===== config.mk =====
export PLATFORM = sky130hd
export DESIGN_NAME = bf16_addsub_arbiter
export DESIGN_NICKNAME = d
export VERILOG_FILES = /design/src/rtl/bf16_pkg.sv /design/src/rtl/bf16_rsp_fifo.sv /design/src/rtl/bf16_addsub_arbiter.sv
export SDC_FILE = /design/constraint.sdc
export NUM_CORES = 1
export LEC_CHECK = 0
export ABC_CLOCK_PERIOD_IN_PS = 6200
export CORE_MARGIN = 4
export CORE_UTILIZATION = 48
export CTS_CLUSTER_DIAMETER = 30
export DETAILED_ROUTE_END_ITERATION = 16
export GPL_ROUTABILITY_DRIVEN = 0
export MAX_ROUTING_LAYER = met4
export PLACE_DENSITY = 0.92
export SETUP_SLACK_MARGIN = 0.05
export SLEW_MARGIN = 10
export SYNTH_ARGS = -nofsm -noshare
export SYNTH_HDL_FRONTEND = slang
export SYNTH_SLANG_ARGS = --single-unit
export TNS_END_PERCENT = 10

===== constraint.sdc =====
create_clock -name clk -period 6.2 [get_ports clk]
set_input_delay 1.24 -clock clk [delete_from_list [all_inputs] [get_ports clk]]
set_output_delay 1.24 -clock clk [all_outputs]
set_load 0.05 [all_outputs]

===== src/rtl/bf16_pkg.sv =====
// Shared bf16 types and constants for the shared-adder arbiter and its response path.
package bf16_pkg;

  typedef logic [15:0] bf16_t;

  localparam bf16_t BF16_ONE  = 16'h3F80;
  localparam bf16_t BF16_PINF = 16'h7F80;

  // Requester id width for the default four-requester configuration
  localparam int RSP_ID_W = 2;

  typedef struct packed {
    logic [RSP_ID_W-1:0] id;
    bf16_t               data;
  } bf16_rsp_t;

  // Modular add of a small offset to an index in 0..n-1
  function automatic int wrap_add(input int base, input int off, input int n);
    int s;
    s = base + off;
    return (s >= n) ? (s - n) : s;
  endfunction

endpackage


===== src/rtl/bf16_rsp_fifo.sv =====
// In-order response FIFO with a registered head entry.
// The head register is what the consumer sees, so data/id stay stable
// while the head waits. Push and pop may coincide at any fill level.
module bf16_rsp_fifo
  import bf16_pkg::*;
#(
  parameter int DEPTH = 4,
  parameter int WIDTH = 18,
  localparam int PTR_W = (DEPTH > 1) ? $clog2(DEPTH) : 1,
  localparam int CNT_W = $clog2(DEPTH + 1)
) (
  input  logic             clk,
  input  logic             rst,
  input  logic             push,
  input  logic [WIDTH-1:0] din,
  input  logic             pop,
  output logic [WIDTH-1:0] dout,
  output logic             full,
  output logic             empty,
  output logic [CNT_W-1:0] count
);

  logic [WIDTH-1:0] mem_q [DEPTH];
  logic [PTR_W-1:0] wr_ptr_q, wr_ptr_d;
  logic [PTR_W-1:0] rd_ptr_q, rd_ptr_d;
  logic [CNT_W-1:0] count_q, count_d;
  logic             head_vld_q, head_vld_d;
  logic [WIDTH-1:0] head_q, head_d;
  logic             pop_s, push_s, mem_we_s, full_s;
  logic [CNT_W-1:0] mem_cnt_s;

  // Compute head refill, storage write and occupancy for the next cycle
  always_comb begin
    full_s     = (count_q == CNT_W'(DEPTH));
    pop_s      = pop & head_vld_q;
    push_s     = push & (~full_s | pop_s);
    mem_cnt_s  = count_q - {{(CNT_W-1){1'b0}}, head_vld_q};
    head_vld_d = head_vld_q;
    head_d     = head_q;
    rd_ptr_d   = rd_ptr_q;
    wr_ptr_d   = wr_ptr_q;
    mem_we_s   = 1'b0;
    if (~head_vld_q | pop_s) begin
      if (mem_cnt_s != {CNT_W{1'b0}}) begin
        head_d     = mem_q[rd_ptr_q];
        head_vld_d = 1'b1;
        rd_ptr_d   = PTR_W'(wrap_add(int'(rd_ptr_q), 1, DEPTH));
        mem_we_s   = push_s;
      end else if (push_s) begin
        head_d     = din;
        head_vld_d = 1'b1;
      end else begin
        head_vld_d = 1'b0;
      end
    end else begin
      mem_we_s = push_s;
    end
    if (mem_we_s) begin
      wr_ptr_d = PTR_W'(wrap_add(int'(wr_ptr_q), 1, DEPTH));
    end else begin
      wr_ptr_d = wr_ptr_q;
    end
    case ({push_s, pop_s})
      2'b10:   count_d = count_q + CNT_W'(1'b1);
      2'b01:   count_d = count_q - CNT_W'(1'b1);
      default: count_d = count_q;
    endcase
  end

  // Control and head registers with synchronous reset
  always_ff @(posedge clk) begin
    if (rst) begin
      wr_ptr_q   <= {PTR_W{1'b0}};
      rd_ptr_q   <= {PTR_W{1'b0}};
      count_q    <= {CNT_W{1'b0}};
      head_vld_q <= 1'b0;
      head_q     <= {WIDTH{1'b0}};
    end else begin
      wr_ptr_q   <= wr_ptr_d;
      rd_ptr_q   <= rd_ptr_d;
      count_q    <= count_d;
      head_vld_q <= head_vld_d;
      head_q     <= head_d;
    end
  end

  // Storage behind the head; contents are don't-care until written
  always_ff @(posedge clk) begin
    if (mem_we_s) begin
      mem_q[wr_ptr_q] <= din;
    end
  end

  assign dout  = head_q;
  assign full  = full_s;
  assign empty = ~head_vld_q;
  assign count = count_q;

endmodule


===== src/rtl/bf16_addsub_arbiter.sv =====
// Round-robin sharing of one registered bf16 add/sub unit among NUM_REQ requesters.
// Issued ops are tracked by an id tag pipe matching the adder latency; results
// land in an in-order FIFO. The outstanding count caps issues at FIFO_DEPTH so
// the non-stallable adder can always push its result.
module bf16_addsub_arbiter
  import bf16_pkg::*;
#(
  parameter int NUM_REQ    = 4,
  parameter int ADD_LAT    = 1,
  parameter int FIFO_DEPTH = 4,
  localparam int ID_W      = $clog2(NUM_REQ)
) (
  input  logic                    clk,
  input  logic                    rst,
  input  logic [NUM_REQ-1:0]      req_valid,
  output logic [NUM_REQ-1:0]      req_ready,
  input  logic [NUM_REQ*16-1:0]   req_a,
  input  logic [NUM_REQ*16-1:0]   req_b,
  input  logic [NUM_REQ-1:0]      req_sub,
  output logic [15:0]             add_a,
  output logic [15:0]             add_b,
  output logic                    add_cntl,
  input  logic [15:0]             add_c,
  output logic                    rsp_valid,
  input  logic                    rsp_ready,
  output logic [15:0]             rsp_data,
  output logic [ID_W-1:0]         rsp_id,
  output logic                    busy
);

  localparam int CNT_W = $clog2(FIFO_DEPTH + 1);

  logic [ID_W-1:0]               rr_ptr_q, rr_ptr_d;
  logic [CNT_W-1:0]              outstanding_q, outstanding_d;
  logic                          busy_q, busy_d;
  logic [ADD_LAT-1:0]            tag_vld_q, tag_vld_d;
  logic [ADD_LAT-1:0][ID_W-1:0]  tag_id_q, tag_id_d;

  logic                          grant_vld_s;
  logic [ID_W-1:0]               grant_id_s;
  logic                          issue_s;
  logic                          pop_s;
  logic                          fifo_empty_s, fifo_full_s;
  logic [CNT_W-1:0]              fifo_count_s;
  logic [ID_W+15:0]              fifo_dout_s;
  logic                          fifo_unused_s;

  // Requester index k positions after the round-robin pointer
  function automatic logic [ID_W-1:0] rr_cand(input logic [ID_W-1:0] ptr, input int k);
    return ID_W'(wrap_add(int'(ptr), k, NUM_REQ));
  endfunction

  // Pick the first valid requester starting at the round-robin pointer
  always_comb begin
    grant_vld_s = 1'b0;
    grant_id_s  = {ID_W{1'b0}};
    for (int k = 0; k < NUM_REQ; k++) begin
      if (!grant_vld_s && req_valid[rr_cand(rr_ptr_q, k)]) begin
        grant_vld_s = 1'b1;
        grant_id_s  = rr_cand(rr_ptr_q, k);
      end else begin
        grant_vld_s = grant_vld_s;
        grant_id_s  = grant_id_s;
      end
    end
  end

  // Issue only with room for the result; a same-cycle pop does not make room
  assign issue_s = grant_vld_s & (outstanding_q < CNT_W'(FIFO_DEPTH)) & ~rst;
  assign pop_s   = rsp_valid & rsp_ready;

  // Grant and adder operands; all zero in cycles without an issue
  always_comb begin
    req_ready = {NUM_REQ{1'b0}};
    add_a     = 16'h0000;
    add_b     = 16'h0000;
    add_cntl  = 1'b0;
    if (issue_s) begin
      req_ready[grant_id_s] = 1'b1;
      add_a                 = req_a[16*grant_id_s +: 16];
      add_b                 = req_b[16*grant_id_s +: 16];
      add_cntl              = req_sub[grant_id_s];
    end else begin
      req_ready = {NUM_REQ{1'b0}};
    end
  end

  // Next pointer, outstanding count, busy flag and tag pipe contents
  always_comb begin
    if (issue_s) begin
      rr_ptr_d = ID_W'(wrap_add(int'(grant_id_s), 1, NUM_REQ));
    end else begin
      rr_ptr_d = rr_ptr_q;
    end
    case ({issue_s, pop_s})
      2'b10:   outstanding_d = outstanding_q + CNT_W'(1'b1);
      2'b01:   outstanding_d = outstanding_q - CNT_W'(1'b1);
      default: outstanding_d = outstanding_q;
    endcase
    busy_d       = (outstanding_d != {CNT_W{1'b0}});
    tag_vld_d    = tag_vld_q;
    tag_id_d     = tag_id_q;
    tag_vld_d[0] = issue_s;
    tag_id_d[0]  = grant_id_s;
    for (int i = 1; i < ADD_LAT; i++) begin
      tag_vld_d[i] = tag_vld_q[i-1];
      tag_id_d[i]  = tag_id_q[i-1];
    end
  end

  // State registers; reset drops every in-flight tag
  always_ff @(posedge clk) begin
    if (rst) begin
      rr_ptr_q      <= {ID_W{1'b0}};
      outstanding_q <= {CNT_W{1'b0}};
      busy_q        <= 1'b0;
      tag_vld_q     <= {ADD_LAT{1'b0}};
      tag_id_q      <= {(ADD_LAT*ID_W){1'b0}};
    end else begin
      rr_ptr_q      <= rr_ptr_d;
      outstanding_q <= outstanding_d;
      busy_q        <= busy_d;
      tag_vld_q     <= tag_vld_d;
      tag_id_q      <= tag_id_d;
    end
  end

  bf16_rsp_fifo #(
    .DEPTH (FIFO_DEPTH),
    .WIDTH (ID_W + 16)
  ) u_rsp_fifo (
    .clk   (clk),
    .rst   (rst),
    .push  (tag_vld_q[ADD_LAT-1]),
    .din   ({tag_id_q[ADD_LAT-1], add_c}),
    .pop   (rsp_ready),
    .dout  (fifo_dout_s),
    .full  (fifo_full_s),
    .empty (fifo_empty_s),
    .count (fifo_count_s)
  );

  // The outstanding counter already bounds occupancy, so full/count are not needed here
  assign fifo_unused_s = ^{fifo_full_s, fifo_count_s};

  assign rsp_valid = ~fifo_empty_s;
  assign rsp_data  = fifo_dout_s[15:0];
  assign rsp_id    = fifo_dout_s[ID_W+15:16];
  assign busy      = busy_q;

endmodule


# ---- Word level (Yosys, flattened, before mapping)
# Memories as Yosys holds them, arrays and structs flattened. A register that Yosys moved wholly into a read port is not among the register bits.
# Index checks and enable logic that the tools add are counted.
# Widths: inputs -> output; s select.
dict set report word_totals {
  register_bits 35
  ramBits 72
  inputBits 155
  output_inout_bits 57
  memories 1
}
# memory depth width read_ports rd_ports_with_merged_regs wr line_no
set mem_list {}
lappend mem_list {u_rsp_fifo.mem_q 4 18 1 1 1 bf16_rsp_fifo.sv:23} ;# logic [WIDTH-1:0] mem_q [DEPTH];
dict set report op_classes {
  n_addsub 18
  n_lt_le_gt_ge 14
  n_eq_ne 5
  shifts 2
  mux 43
  bitwise_logic 9
  reduce_logical 13
}
# op count
set op_table {}
lappend op_table {{$shiftx 64x7->16} 2}
lappend op_table {{$mux 18} 2}
lappend op_table {{$mux 16} 2}
lappend op_table {{$mux 2} 13}
lappend op_table {{$ge 3x3->1 const B} 6}
lappend op_table {{$mux 1} 17}
lappend op_table {{$lt 2x3->1 const B} 5}
lappend op_table {{$sub 2x1->2 const B} 7}
lappend op_table {{$add 2x1->3 const B} 4}
lappend op_table {{$pmux 3 s2} 2}
lappend op_table {{$bmux 1 s2} 5}
lappend op_table {{$add 2x2->3 const B} 2}
lappend op_table {{$add 3x1->3 const B} 2}
lappend op_table {{$reduce_bool 3->1} 2}
lappend op_table {{$sub 3x1->3 const B} 2}
lappend op_table {{$and 1x1->1} 4}
lappend op_table {{$eq 2x1->1 const B} 2}
lappend op_table {{$eq 2x2->1 const B} 2}
lappend op_table {{$logic_and 1x1->1} 4}
lappend op_table {{$mux 4} 1}
lappend op_table {{$reduce_and 2->1} 2}
lappend op_table {{$reduce_bool 2->1} 2}
lappend op_table {{$eq 3x3->1 const B} 1}
lappend op_table {{$ge 2x3->1 const B} 1}
lappend op_table {{other kinds (7)} 12}

# ---- Longest topological paths before layout
# Gate-level depths: netlist of run 1.
dict set report logic_depth {
  depth_word 19
  depth_mapped 11
  mapped_depth_nobuf 10
}

# ---- Cells and area by module
# From an unflattened synthesis of run 1, not the netlist that was laid out.
dict set report hier_totals {
  hier_cells 416
  hier_area_um2 5621.6
}
# module instances cells_per_inst area_each_um2
set by_module_without_submodules {}
lappend by_module_without_submodules {bf16_rsp_fifo 1 239 4087.7}
lappend by_module_without_submodules {bf16_addsub_arbiter 1 177 1534.0}

# ---- Worst setup path after synthesis of run 1
# OpenSTA, ideal clock, no wires.
dict set report synth_timing {
  path_type {in2out}
  from {in req_valid[0]}
  to {out add_a[0]}
  arrival_time_ps 2941
  required_time_ps 4960
  path_slack_ps 2019
  stages 8
  n_path_buf 3
  cell_sequence {a21o_1 a21oi_1 o22a_1 buf_4 buf_6 buf_8 mux2i_1 o22ai_1}
}
dict set report synth_between {
  elab_chain_len 15
  elab_cells_between_ends 26
  classes_between {shift (1); mux (17); bitwise (2); reduce/logical (6)}
}
# item line_no
set synth_lines {}
lappend synth_lines {{start: declaration} bf16_addsub_arbiter.sv:15} ;# input logic [NUM_REQ-1:0] req_valid,
lappend synth_lines {{branches (longest 14 deep; another with $bmux 1 s2)} -}
lappend synth_lines {{$mux 16 *} bf16_addsub_arbiter.sv:78} ;# if (issue_s) begin
lappend synth_lines {{end: declaration} bf16_addsub_arbiter.sv:20} ;# output logic [15:0] add_a,
# Mark *: on every way between the ends. The select of a mux whose other input is x is not followed.

# ---- Worst setup path in the final report of run 1
dict set report layout_timing {
  from {in req_valid[3]}
  to {out add_b[4]}
}
dict set report layout_between {
  elab_chain_len 15
  elab_cells_between_ends 26
  classes_between {shift (1); mux (17); bitwise (2); reduce/logical (6)}
}
# item line_no
set layout_lines {}
lappend layout_lines {{branches (longest 14 deep; another with $bmux 1 s2)} -}
lappend layout_lines {{$mux 16 *} bf16_addsub_arbiter.sv:78}
lappend layout_lines {{end: declaration} bf16_addsub_arbiter.sv:21} ;# output logic [15:0] add_b,
# Marked as above.

==> reports/results.env, run 1 <==
CRITICAL_PATH_PEAK_FANOUT=33
R2R_SETUP_SLACK_NS=3.02
DPL.CELL_COUNT=749
CLKLATENCYLATEPIN_NS=0.34
PORT_BUFFERS=211
CORE_AREA_MM2=0.0111
HOLD-PATH-CELL-COUNT=0
YOSYS_WARNINGS=0
POST-LAYOUT-TOTAL-POWER_mW=3.25
ROUTE.DETAILED.DRC=0
DP_SLACK_NS=0.668
SYNTH.LIB_CELLS_USED.DISTINCT=40
AVGROUTEDWIREPERCELL_UM=21.5
FIN_CELLS=765
GRT_PASS1_WL_UM=24200
NNETSFINAL=787
UNREPAIRED_SETUP_ENDPOINTS_AFTER_GLOBAL_ROUTING='no'
ROUTED_VIA_DENSITY=5.62
FIN_SETUP_TNS_NS=0
POWER_DENSITY_mW_PER_MM2=408
CRIT_CHAIN='clkdlybuf4s50_1, nor2_1, a31oi_2, nor2b_1, nand2_2, o22ai_1, clkdlybuf4s50_1'
CTS.ROOT.BUFFER_CELL='sky130_fd_sc_hd__clkbuf_16'
LAYOUT-AREA-OVERHEAD-VS-SYNTH_PCT=44.1
TIMING.RR.START='u_rsp_fifo.count[0]'
POWER.STATIC_LEAKAGE_nW=2.88
SYNTH_ENABLE_FLOP_CELLS=72
WORSTHOLDENDPOINT='u_rsp_fifo.mem_q[2][17]'
ROUTE.ANTENNA.REMAINING_NETS=0
CRITICAL_PATH.ENDPOINT_TYPE='primary output'
CLOCK.FMAX_MHz=180
WORST_HOLD_STARTPOINT='tag_id_q[1]'
RUN_STATUS='completed'
DRV.MAX_CAP_VIOLATION_COUNT=0
TRITONCTS_NUM_SINKS=109
LAYOUT.FILLER_CELLS=703
POST_CTS_SETUP_DRIVEN_BUFFER_INSERTION_COUNT=0
SYNTH_FLOP_CELL='sky130_fd_sc_hd__edfxtp_1'
DRT_FIRST_ITER_VIOLATIONS=283
FF2FF_PATH_DEPTH=6
GRT_UTIL_ALL_LAYERS_PCT=25.0
GRT_MAX_DEGREE=37
PATH_CLK_SLEW_NS=0.07
TIGHTESTPINTRANSITION_NS=1.13
LAYOUT.CORE_UTILIZATION_PCT=71.9
SLEW_HEADROOM_PCT=24.5
CTS_BUFFER_DEPTH=2
SYN_AREA_MM2=0.00553
IOS=212
CP_DATA_REQUIRED_TIME_NS=4.96
DIE-AREA_MM2=0.0133
ANTENNA_CELLS_INSERTED=0
FLOORPLAN.DIE.WIDTH_UM=115
CRITICAL_PATH.REG2REG.ENDPOINT='u_rsp_fifo.mem_q[3][6]'
ANTENNA_FOUND_INITIAL=0
CRITPATHMOSTFREQUENTCELL='sky130_fd_sc_hd__clkdlybuf4s50_1'
SETUP_VIOLATIONS=0
CTS_TREE='done'
CRITPATHARRIVALTIME_NS=4.31
SYN-NUM-NETS=590
SYNTH.YOSYS.SEQ_AREA_SHARE_PCT=52.5
CTS_MAX_LEVEL=3
POSTLAYOUTSETUPSLACKWORST_NS=0.650
YOSYS_REGISTER_BITS=109
LAYOUT-DRIVE-GT1-SHARE_PCT=11.5
HOLD_VIOL_FINAL=0
POST_CTS_RESIZE_COUNT=0
START_KIND='input port'
WORST_CLOCK_SKEW_NS=0.00738
DETAILEDPLACEMENTHPWL_UM=12300
TIMING.FINAL.MAX_SLEW_VIOLATIONS=0
DIE_HEIGHT_UM=115
CRITPATHMAXSTAGEDELAY_NS=0.85
GRT_OVERFLOW=0
IR_WORST_VDD_mV=0.327
POSTSYNTHAREAPERCELL_UM2=13.1
CPMAXSTAGEDELAYCELL='sky130_fd_sc_hd__clkdlybuf4s50_1'
INITIAL_UTILIZATION_PCT=49.9
SYNTH_ASYNC_SR_FLOP_SHARE_PCT=0
POSTROUTEWIRELENGTH_UM=16400
CORE.ROWCOUNT=38
CRITPATHKIND='input port to primary output'
VIAS_IN_THE_FIRST_GLOBAL_ROUTE=4629
DR.PASS1.ITERS=5
MIN_PATH_TYPE='flop to flop'
POST-ROUTE-MIN-PERIOD_NS=5.55
CTS-BUFFERS-INSERTED=9
POSTSYNTHCELLCOUNT=423
HOLD_BUFFERS=0
PERIOD_SHARE_PCT=89.5
ROUTE.VIAS.TOTAL=4296
area by class of cell:
class	instances	area (um2)	area share (%)
flip-flops and latches	109	2900	36.4
multi-input cells	273	2390	30.0
repair buffers	217	2150	27.0
clock buffers	10	229	2.87
well taps	140	175	2.20
clock inverters	6	76.3	0.958
inverters	10	37.5	0.471
stage by stage:
stage | hold slack, ns | instance area, um2
global placement | 0.498 | 7660
detailed placement | 0.522 | 7660
global route | 0.534 | 7970
CTS | 0.526 | 7970
finish | 0.532 | 7970
floorplan | 0.460 | 5530
flip-flops by register name, indices dropped and copies added, names as in the netlist, named ones only:
register,cells
busy,1
outstanding_q,3
rr_ptr_q,2
tag_id_q,2
tag_vld_q,1
u_rsp_fifo.count,3
u_rsp_fifo.dout,18
u_rsp_fifo.head_vld_q,1
u_rsp_fifo.mem_q,72
u_rsp_fifo.rd_ptr_q,2
u_rsp_fifo.wr_ptr_q,2
cell usage in the layout (no fill, tap or decap), types with 2 or more instances in the layout:
cell,n
sky130_fd_sc_hd__edfxtp_1,72
sky130_fd_sc_hd__a211oi_1,3
sky130_fd_sc_hd__xor2_1,4
sky130_fd_sc_hd__a311oi_2,18
sky130_fd_sc_hd__nand2_1,39
sky130_fd_sc_hd__a21oi_1,4
sky130_fd_sc_hd__clkdlybuf4s50_1,206
sky130_fd_sc_hd__o22ai_1,34
sky130_fd_sc_hd__inv_2,2
sky130_fd_sc_hd__fa_1,2
sky130_fd_sc_hd__clkbuf_16,9
sky130_fd_sc_hd__dfxtp_1,37
sky130_fd_sc_hd__xnor2_1,5
sky130_fd_sc_hd__nor2b_1,2
sky130_fd_sc_hd__nor2_1,36
sky130_fd_sc_hd__inv_6,2
sky130_fd_sc_hd__ha_1,10
sky130_fd_sc_hd__clkinv_4,2
sky130_fd_sc_hd__and2_1,9
sky130_fd_sc_hd__mux2i_1,68
sky130_fd_sc_hd__nand2b_1,6
sky130_fd_sc_hd__buf_4,9
sky130_fd_sc_hd__mux4_2,18
sky130_fd_sc_hd__inv_1,8
per-layer routing:
layer  routed length, um  vias up  global-route usage [%]
met5                   0        -                       -
met4                 434        0                    8.84
met3                1050       34                    5.00
met2                8550      207                    42.0
met1                6390     2064                    29.9
li1                    -     1991                       -
critical path: cells and delay by family:
| family | cells | cell delay, ns |
|---|---|---|
| buf+inv | 2 | 1.37 |
| simple gates | 3 | 1.03 |
| compound gates | 2 | 0.66 |
cell families after synthesis:
family / after synthesis / synth area share, %
fa+ha+maj: 12 / 2.99
mux: 86 / 19.6
simple gates: 97 / 7.58
compound gates: 69 / 11.5
xor+xnor: 9 / 1.42
buf+inv: 41 / 4.41
flops: 109 / 52.5
how the worst max path moves through the flow:
stage | to | startpoint | slack [ns]
after floorplan | add_a[0] | req_valid[0] | 2.02
after global placement | add_a[15] | req_valid[1] | 0.86
after detailed placement | add_a[15] | req_valid[1] | 0.67
after CTS | add_a[15] | req_valid[1] | 0.66
after global routing | add_a[7] | req_valid[1] | 0.46
final | add_b[4] | req_valid[3] | 0.65
cell usage after synthesis, types with 4 or more instances:
cell type / n / area share [%]
sky130_fd_sc_hd__mux2i_1: 68 / 12
sky130_fd_sc_hd__buf_4: 7 / 0.95
sky130_fd_sc_hd__a21oi_1: 4 / 0.36
sky130_fd_sc_hd__edfxtp_1: 72 / 39
sky130_fd_sc_hd__nand2_1: 39 / 2.6
sky130_fd_sc_hd__clkbuf_1: 6 / 0.41
sky130_fd_sc_hd__a311oi_2: 18 / 4.9
sky130_fd_sc_hd__and2_1: 9 / 1.0
sky130_fd_sc_hd__nand2b_1: 6 / 0.68
sky130_fd_sc_hd__inv_1: 8 / 0.54
sky130_fd_sc_hd__nor2_1: 36 / 2.4
sky130_fd_sc_hd__buf_2: 12 / 1.1
sky130_fd_sc_hd__ha_1: 10 / 2.3
sky130_fd_sc_hd__o22ai_1: 34 / 3.8
sky130_fd_sc_hd__dfxtp_1: 37 / 13
sky130_fd_sc_hd__xor2_1: 4 / 0.63
sky130_fd_sc_hd__xnor2_1: 5 / 0.79
sky130_fd_sc_hd__mux4_2: 18 / 7.3
report_power, final:
part / internal (mW) / switching (mW) / leakage, nW
logic: 0.646 / 0.987 / 1.77
registers: 0.936 / 0.105 / 0.965
clock network: 0.321 / 0.258 / 0.150
No activity file was read; power rests on OpenSTA's default activity.
==> run 2: changes to the inputs <==
--- a/config.mk
+++ b/config.mk
@@ -6,7 +6,7 @@
 export NUM_CORES = 1
 export LEC_CHECK = 0
 export ABC_CLOCK_PERIOD_IN_PS = 6200
-export CORE_MARGIN = 4
+export CORE_MARGIN = 2
 export CORE_UTILIZATION = 48
 export CTS_CLUSTER_DIAMETER = 30
 export DETAILED_ROUTE_END_ITERATION = 16
==> run 2 against run 1 <==
Clock power fell by 2%. Non-clock buffer count fell by 2. Setup slack got worse by 0.10 ns. Clock skew rose by 0.0042 ns. Die area fell by 6.8%. First-iteration DRC count rose by 11%. Critical path depth did not move.
==> reports/results.env, run 2 (synthesis results as in run 1) <==
CORE.ROWCOUNT=39  # was 38
POST_CTS_RESIZE_COUNT=0  # unchanged
TRITONCTS_NUM_SINKS=109  # unchanged
FINAL_COMMON_CELL='sky130_fd_sc_hd__clkdlybuf4s50_1'  # unchanged
CTS_MAX_LEVEL=3  # unchanged
VIAS_IN_THE_FIRST_GLOBAL_ROUTE=4578  # was 4629
CLOCK.FMAX_MHz=177  # was 180 MHz
PORT_BUFFERS=211  # unchanged
CRITICAL_PATH.ENDPOINT_TYPE='primary output'  # unchanged
DIE_HEIGHT_UM=111  # was 115 um
SETUP_VIOLATIONS=0  # unchanged
DR.PASS1.ITERS=5  # unchanged
INTERNAL_POWER_mW=1.87  # was 1.90 mW
ROUTE.VIAS.TOTAL=4383  # was 4296
IOS=212  # unchanged
GRT_MAX_DEGREE=44  # was 37
CTS-BUFFERS-INSERTED=9  # unchanged
GRT_PASS1_WL_UM=25400  # was 24200 um
DPL-INSTANCE-AREA_MM2=0.00765  # was 0.00766 mm2
CRITPATHKIND='input port to primary output'  # unchanged
HOLD-PATH-CELL-COUNT=0  # unchanged
FIN_CELLS=766  # was 765
POWER_FRAC_CLOCK_PCT=17.5  # was 17.8%
MIN_PATH_TYPE='flop to flop'  # unchanged
CP_DATA_REQUIRED_TIME_NS=4.96  # about the same
TIMING.RR.START='u_rsp_fifo.count[0]'  # unchanged
CLKLATENCYLATEPIN_NS=0.35  # was 0.34 ns
IR_WORST_VDD_mV=0.346  # was 0.327 mV
RUN_STATUS='completed'  # unchanged
POWER_SWITCHING_SHARE_PCT=42.6  # was 41.5%
R2R_SETUP_SLACK_NS=3.14  # was 3.02 ns
FIN_SETUP_TNS_NS=0  # unchanged
HOLD_BUFFERS=0  # unchanged
DPL.CELL_COUNT=750  # was 749
DIE-AREA_MM2=0.0124  # was 0.0133 mm2
WORSTHOLDENDPOINT='u_rsp_fifo.mem_q[2][17]'  # unchanged
FF2FF_PATH_DEPTH=6  # unchanged
LAYOUT.CELLS.MOST_COMMON_LIST='205 x sky130_fd_sc_hd__clkdlybuf4s50_1, 72 x sky130_fd_sc_hd__edfxtp_1, 68 x sky130_fd_sc_hd__mux2i_1'  # was 206 x sky130_fd_sc_hd__clkdlybuf4s50_1, 72 x sky130_fd_sc_hd__edfxtp_1, 68 x sky130_fd_sc_hd__mux2i_1
DRV.MAX_CAP_VIOLATION_COUNT=0  # unchanged
POSTROUTEWIRELENGTH_UM=16600  # was 16400 um
HOLD_VIOL_FINAL=0  # unchanged
SWITCHING_POWER_mW=1.39  # was 1.35 mW
POWER_DENSITY_mW_PER_MM2=409  # was 408 mW/mm2
POWER_SHARE_OF_THE_COMBINATIONAL_GROUP_PCT=50.1  # was 50.2%
DP_SLACK_NS=0.604  # was 0.668 ns
AVGROUTEDWIREPERCELL_UM=21.6  # was 21.5 um
CTS.ROOT.BUFFER_CELL='sky130_fd_sc_hd__clkbuf_16'  # unchanged
LAYOUT-AREA-OVERHEAD-VS-SYNTH_PCT=43.7  # was 44.1%
INITIAL_UTILIZATION_PCT=48.9  # was 49.9%
FINAL.HOLD.WORST_SLACK_NS=0.530  # was 0.532 ns
ROUTE.DETAILED.DRC=0  # unchanged
GRT_UTIL_ALL_LAYERS_PCT=27.5  # was 25.0%
LARGEST_REGISTER_FF_COUNT=72  # unchanged
FINAL_CELL_AREA_MM2=0.00795  # was 0.00797 mm2
ANTENNA_CELLS_INSERTED=0  # unchanged
UNREPAIRED_SETUP_ENDPOINTS_AFTER_GLOBAL_ROUTING='no'  # unchanged
LARGEST-REGISTER='u_rsp_fifo.mem_q'  # unchanged
PATH_CLK_SLEW_NS=0.07  # about the same
LAYOUT-DRIVE-GT1-SHARE_PCT=11.6  # was 11.5%
GRT_OVERFLOW=0  # unchanged
WORST_HOLD_STARTPOINT='tag_id_q[1]'  # unchanged
TIGHTESTPINTRANSITION_NS=1.21  # was 1.13 ns
POSTLAYOUTSETUPSLACKWORST_NS=0.549  # was 0.650 ns
SLEW_HEADROOM_PCT=19.0  # was 24.5%
POST_CTS_SETUP_DRIVEN_BUFFER_INSERTION_COUNT=0  # unchanged
NNETSFINAL=785  # was 787
CRITPATHMOSTFREQUENTCELL='sky130_fd_sc_hd__clkdlybuf4s50_1'  # unchanged
CORE_AREA_MM2=0.0113  # was 0.0111 mm2
WORST_CLOCK_SKEW_NS=0.0116  # was 0.00738 ns
CTS_BUFFER_DEPTH=2  # unchanged
CTS_TREE='done'  # unchanged
CRITICAL_PATH.REG2REG.ENDPOINT='u_rsp_fifo.mem_q[2][2]'  # was u_rsp_fifo.mem_q[3][6]
FLOORPLAN.DIE.WIDTH_UM=111  # was 115 um
POWER.STATIC_LEAKAGE_nW=2.87  # was 2.88 nW
TIMING.FINAL.MAX_SLEW_VIOLATIONS=0  # unchanged
ANTENNA_FOUND_INITIAL=0  # unchanged
DETAILEDPLACEMENTHPWL_UM=11800  # was 12300 um
ROUTE.ANTENNA.REMAINING_NETS=0  # unchanged
CRIT_CHAIN='clkdlybuf4s50_1, nor2_1, a31oi_2, nor2b_1, nand2_2, o22ai_1, clkdlybuf4s50_1'  # unchanged
PERIOD_SHARE_PCT=91.1  # was 89.5%
POST-ROUTE-MIN-PERIOD_NS=5.65  # was 5.55 ns
DRT_FIRST_ITER_VIOLATIONS=315  # was 283
CRITICAL_PATH_PEAK_FANOUT=33  # unchanged
CPMAXSTAGEDELAYCELL='sky130_fd_sc_hd__clkdlybuf4s50_1'  # unchanged
ROUTED_VIA_DENSITY=5.72  # was 5.62
SHARE_SEQ_OF_TOTAL_POWER_PCT=32.4  # was 32.0%
CRITPATHMAXSTAGEDELAY_NS=0.86  # was 0.85 ns
START_KIND='input port'  # unchanged
CRITPATHARRIVALTIME_NS=4.41  # was 4.31 ns
-- run 2: layout make-up --
cell class	instances	area, um2
clock buffers	9	225
repair buffers	215	2140
fillers	749	3370
inverters	10	37.5
well taps	143	179
multi-input cells	273	2390
flip-flops and latches	109	2900
clock inverters	7	73.8
-- run 2: metal layers --
layer | GRT usage [%] | share of wire (%)
met4 | 6.75 | 1.9
met3 | 4.03 | 7.3
met1 | 34.1 | 39
met5 | - | 0
met2 | 48.0 | 52
-- run 2: worst max-delay path, delay by kind of cell --
family	cells	cell delay, ns
compound gates	2	0.71
buf+inv	2	1.40
simple gates	3	1.06
-- run 2: worst max path at each step --
stage	endpoint	start	cells after the start
after floorplan	add_a[0]	req_valid[0]	8
after global placement	add_a[15]	req_valid[3]	7
after detailed placement	add_a[15]	req_valid[3]	7
after CTS	add_a[15]	req_valid[1]	7
after global routing	add_a[15]	req_valid[1]	7
final	add_a[15]	req_valid[1]	7
-- run 2: through the flow --
stage	power (mW)	util (%)
after floorplan	2.19	-
after global placement	2.61	67.6
after detailed placement	2.67	67.6
after CTS	3.26	70.2
after global routing	3.39	70.2
final	3.25	70.2
-- run 2: power by group through the flow --
| stage | Sequential [mW] | Combinational [mW] | Clock (mW) |
|---|---|---|---|
| 5_1_grt | 1.07 | 1.72 | 0.598 |
| 3_5_place_dp | 1.06 | 1.61 | 0 |
| 4_1_cts | 1.05 | 1.63 | 0.571 |
| 2_1_floorplan | 1.20 | 0.989 | 0 |
| 6_report | 1.05 | 1.63 | 0.569 |
| 3_3_place_gp | 1.05 | 1.55 | 0 |
==> run 3: changes to the inputs <==
--- a/config.mk
+++ b/config.mk
@@ -7,12 +7,13 @@
 export LEC_CHECK = 0
 export ABC_CLOCK_PERIOD_IN_PS = 6200
 export CORE_MARGIN = 2
-export CORE_UTILIZATION = 48
+export CORE_UTILIZATION = 49
+export CTS_BUF_LIST = sky130_fd_sc_hd__clkbuf_2
 export CTS_CLUSTER_DIAMETER = 30
 export DETAILED_ROUTE_END_ITERATION = 16
 export GPL_ROUTABILITY_DRIVEN = 0
 export MAX_ROUTING_LAYER = met4
-export PLACE_DENSITY = 0.92
+export PLACE_DENSITY = 0.94
 export SETUP_SLACK_MARGIN = 0.05
 export SLEW_MARGIN = 10
 export SYNTH_ARGS = -nofsm -noshare
==> run 3 against run 2 <==
Sequential share of layout area is 0.96 points higher. Clock skew rose by 0.029 ns. Critical path depth is the same. Critical endpoint is now add_b[5]. Largest cell class unchanged. Largest power group unchanged.
==> reports/results.env, run 3 (synthesis results as in run 1) <==
CTS_MAX_LEVEL=3  # unchanged
DIE-AREA_MM2=0.0122  # was 0.0124 mm2
CLOCK.FMAX_MHz=180  # was 177 MHz
POST_CTS_RESIZE_COUNT=0  # unchanged
POWER.STATIC_LEAKAGE_nW=2.81  # was 2.87 nW
POSTROUTEWIRELENGTH_UM=16600  # about the same
START_KIND='input port'  # unchanged
POST-ROUTE-MIN-PERIOD_NS=5.55  # was 5.65 ns
CRITPATHARRIVALTIME_NS=4.31  # was 4.41 ns
FIN_SETUP_TNS_NS=0  # unchanged
AVGROUTEDWIREPERCELL_UM=21.6  # about the same
MULTI_INPUT_AREA_MM2=0.00239  # unchanged
ROUTED_VIA_DENSITY=5.75  # was 5.72
GRT_PASS1_WL_UM=23000  # was 25400 um
HOLD_VIOL_FINAL=0  # unchanged
TRITONCTS_NUM_SINKS=109  # unchanged
UNREPAIRED_SETUP_ENDPOINTS_AFTER_GLOBAL_ROUTING='no'  # unchanged
LAYOUT.FILLER_CELLS=726  # was 749
SETUP_VIOLATIONS=0  # unchanged
IR_WORST_VDD_mV=0.288  # was 0.346 mV
R2R_SETUP_SLACK_NS=3.02  # was 3.14 ns
GRT_UTIL_ALL_LAYERS_PCT=27.4  # was 27.5%
CORE.ROWCOUNT=38  # was 39
TIGHTESTPINTRANSITION_NS=1.23  # was 1.21 ns
POWER_DENSITY_mW_PER_MM2=383  # was 409 mW/mm2
IOS=212  # unchanged
ROUTE.DETAILED.DRC=0  # unchanged
CTS_BUFFER_DEPTH=2  # unchanged
REG_AREA_MM2=0.00290  # unchanged
LAYOUT-AREA-OVERHEAD-VS-SYNTH_PCT=40.0  # was 43.7%
CORE_AREA_MM2=0.0109  # was 0.0113 mm2
GRT_OVERFLOW=0  # unchanged
VIAS_IN_THE_FIRST_GLOBAL_ROUTE=4360  # was 4578
LAYOUT.CELLS.MOST_COMMON_LIST='199 x sky130_fd_sc_hd__clkdlybuf4s50_1, 72 x sky130_fd_sc_hd__edfxtp_1, 68 x sky130_fd_sc_hd__mux2i_1'  # was 205 x sky130_fd_sc_hd__clkdlybuf4s50_1, 72 x sky130_fd_sc_hd__edfxtp_1, 68 x sky130_fd_sc_hd__mux2i_1
ROUTE.VIAS.TOTAL=4401  # was 4383
LAYOUT-DRIVE-GT1-SHARE_PCT=12.5  # was 11.6%
CTS_TREE='done'  # unchanged
CRITPATHKIND='input port to primary output'  # unchanged
LARGEST_REGISTER_FF_COUNT=72  # unchanged
TIMING.FINAL.MAX_SLEW_VIOLATIONS=0  # unchanged
FINAL_COMMON_CELL='sky130_fd_sc_hd__clkdlybuf4s50_1'  # unchanged
NNETSFINAL=785  # unchanged
CRITICAL_PATH_PEAK_FANOUT=33  # unchanged
DR.PASS1.ITERS=5  # unchanged
ROUTE.ANTENNA.REMAINING_NETS=0  # unchanged
INITIAL_UTILIZATION_PCT=50.6  # was 48.9%
LAYOUT.CORE_UTILIZATION_PCT=70.8  # was 70.2%
MIN_PATH_TYPE='flop to flop'  # unchanged
ANTENNA_FOUND_INITIAL=2  # was 0
LARGEST-REGISTER='u_rsp_fifo.mem_q'  # unchanged
DIE_HEIGHT_UM=110  # was 111 um
HOLD_BUFFERS=0  # unchanged
SLEW_HEADROOM_PCT=18.0  # was 19.0%
POST_CTS_SETUP_DRIVEN_BUFFER_INSERTION_COUNT=0  # unchanged
CLKLATENCYLATEPIN_NS=0.61  # was 0.35 ns
DRT_FIRST_ITER_VIOLATIONS=468  # was 315
PORT_BUFFERS=211  # unchanged
WORST_CLOCK_SKEW_NS=0.0408  # was 0.0116 ns
CP_DATA_REQUIRED_TIME_NS=4.96  # about the same
PERIOD_SHARE_PCT=89.4  # was 91.1%
CTS-BUFFERS-INSERTED=9  # unchanged
FLOORPLAN.DIE.WIDTH_UM=110  # was 111 um
RUN_STATUS='completed'  # unchanged
CTS.ROOT.BUFFER_CELL='sky130_fd_sc_hd__clkbuf_2'  # was sky130_fd_sc_hd__clkbuf_16
DRV.MAX_CAP_VIOLATION_COUNT=0  # unchanged
PATH_CLK_SLEW_NS=0.31  # was 0.07 ns
GRT_MAX_DEGREE=37  # was 44
CRITICAL_PATH.ENDPOINT_TYPE='primary output'  # unchanged
DETAILEDPLACEMENTHPWL_UM=12500  # was 11800 um
==> run 3: cell types whose count changed in the layout (fill, tap and decap cells not counted), sizes merged <==
cell	before	now
buf	10	16
clkdlybuf4s50	205	199
clkinv	2	6
clkinvlp	1	0
diode	0	3
inv	14	11
==> run 3: layer usage <==
layer	global-route usage, %	up-vias	part of all wire [%]	routed length (um)
met5	-	-	0	0
met4	9.73	0	1.9	322
met3	5.17	33	7.7	1270
met2	45.8	233	52	8590
met1	33.3	2147	38	6360
li1	-	1988	-	-
==> run 3: area by class of cell <==
| type | count | share of cell area, % |
|---|---|---|
| sequential | 109 | 37.5 |
| antenna | 3 | 0.0969 |
| clock inverter | 7 | 0.791 |
| timing repair buffer | 215 | 27.4 |
| multi-input combinational | 273 | 30.9 |
| tap | 140 | 2.26 |
| inverter | 10 | 0.485 |
| clock buffer | 9 | 0.581 |
==> run 3: per-stage QoR <==
stage	instances	power, mW	hold WS [ns]	cell area, um2	worst slack, ns
finish	766	2.97	0.517	7750	0.655
global route	765	3.10	0.553	7740	0.551
CTS	763	2.97	0.541	7740	0.720
detailed placement	747	2.67	0.523	7630	0.732
global placement	747	2.61	0.497	7630	0.868
floorplan	423	2.19	0.460	5530	2.02
==> run 3: worst max-delay path, stage by stage <==
cell,delay [ns]
sky130_fd_sc_hd__clkdlybuf4s50_1,0.53
sky130_fd_sc_hd__nor2_1,0.10
sky130_fd_sc_hd__a31oi_2,0.28
sky130_fd_sc_hd__nor2b_1,0.46
sky130_fd_sc_hd__nand2_2,0.49
sky130_fd_sc_hd__o22ai_1,0.35
sky130_fd_sc_hd__clkdlybuf4s50_1,0.84
==> run 3: report_power, final <==
| group | switching (mW) | internal (mW) | leakage, nW |
|---|---|---|---|
| logic | 0.989 | 0.640 | 1.77 |
| clock network | 0.240 | 0.0593 | 0.0690 |
| registers | 0.103 | 0.934 | 0.965 |
| total | 1.33 | 1.63 | 2.81 |
==> run 3: worst paths after layout <==
| check | start | endpoint | cells after the start |
|---|---|---|---|
| worst max-delay path | req_valid[3] | add_b[5] | 7 |
| worst min-delay path | tag_id_q[1] | u_rsp_fifo.mem_q[0][17] | 0 |
| worst max register to register | u_rsp_fifo.count[0] | u_rsp_fifo.mem_q[1][7] | 6 |
| worst min register to register | tag_id_q[1] | u_rsp_fifo.mem_q[0][17] | 0 |
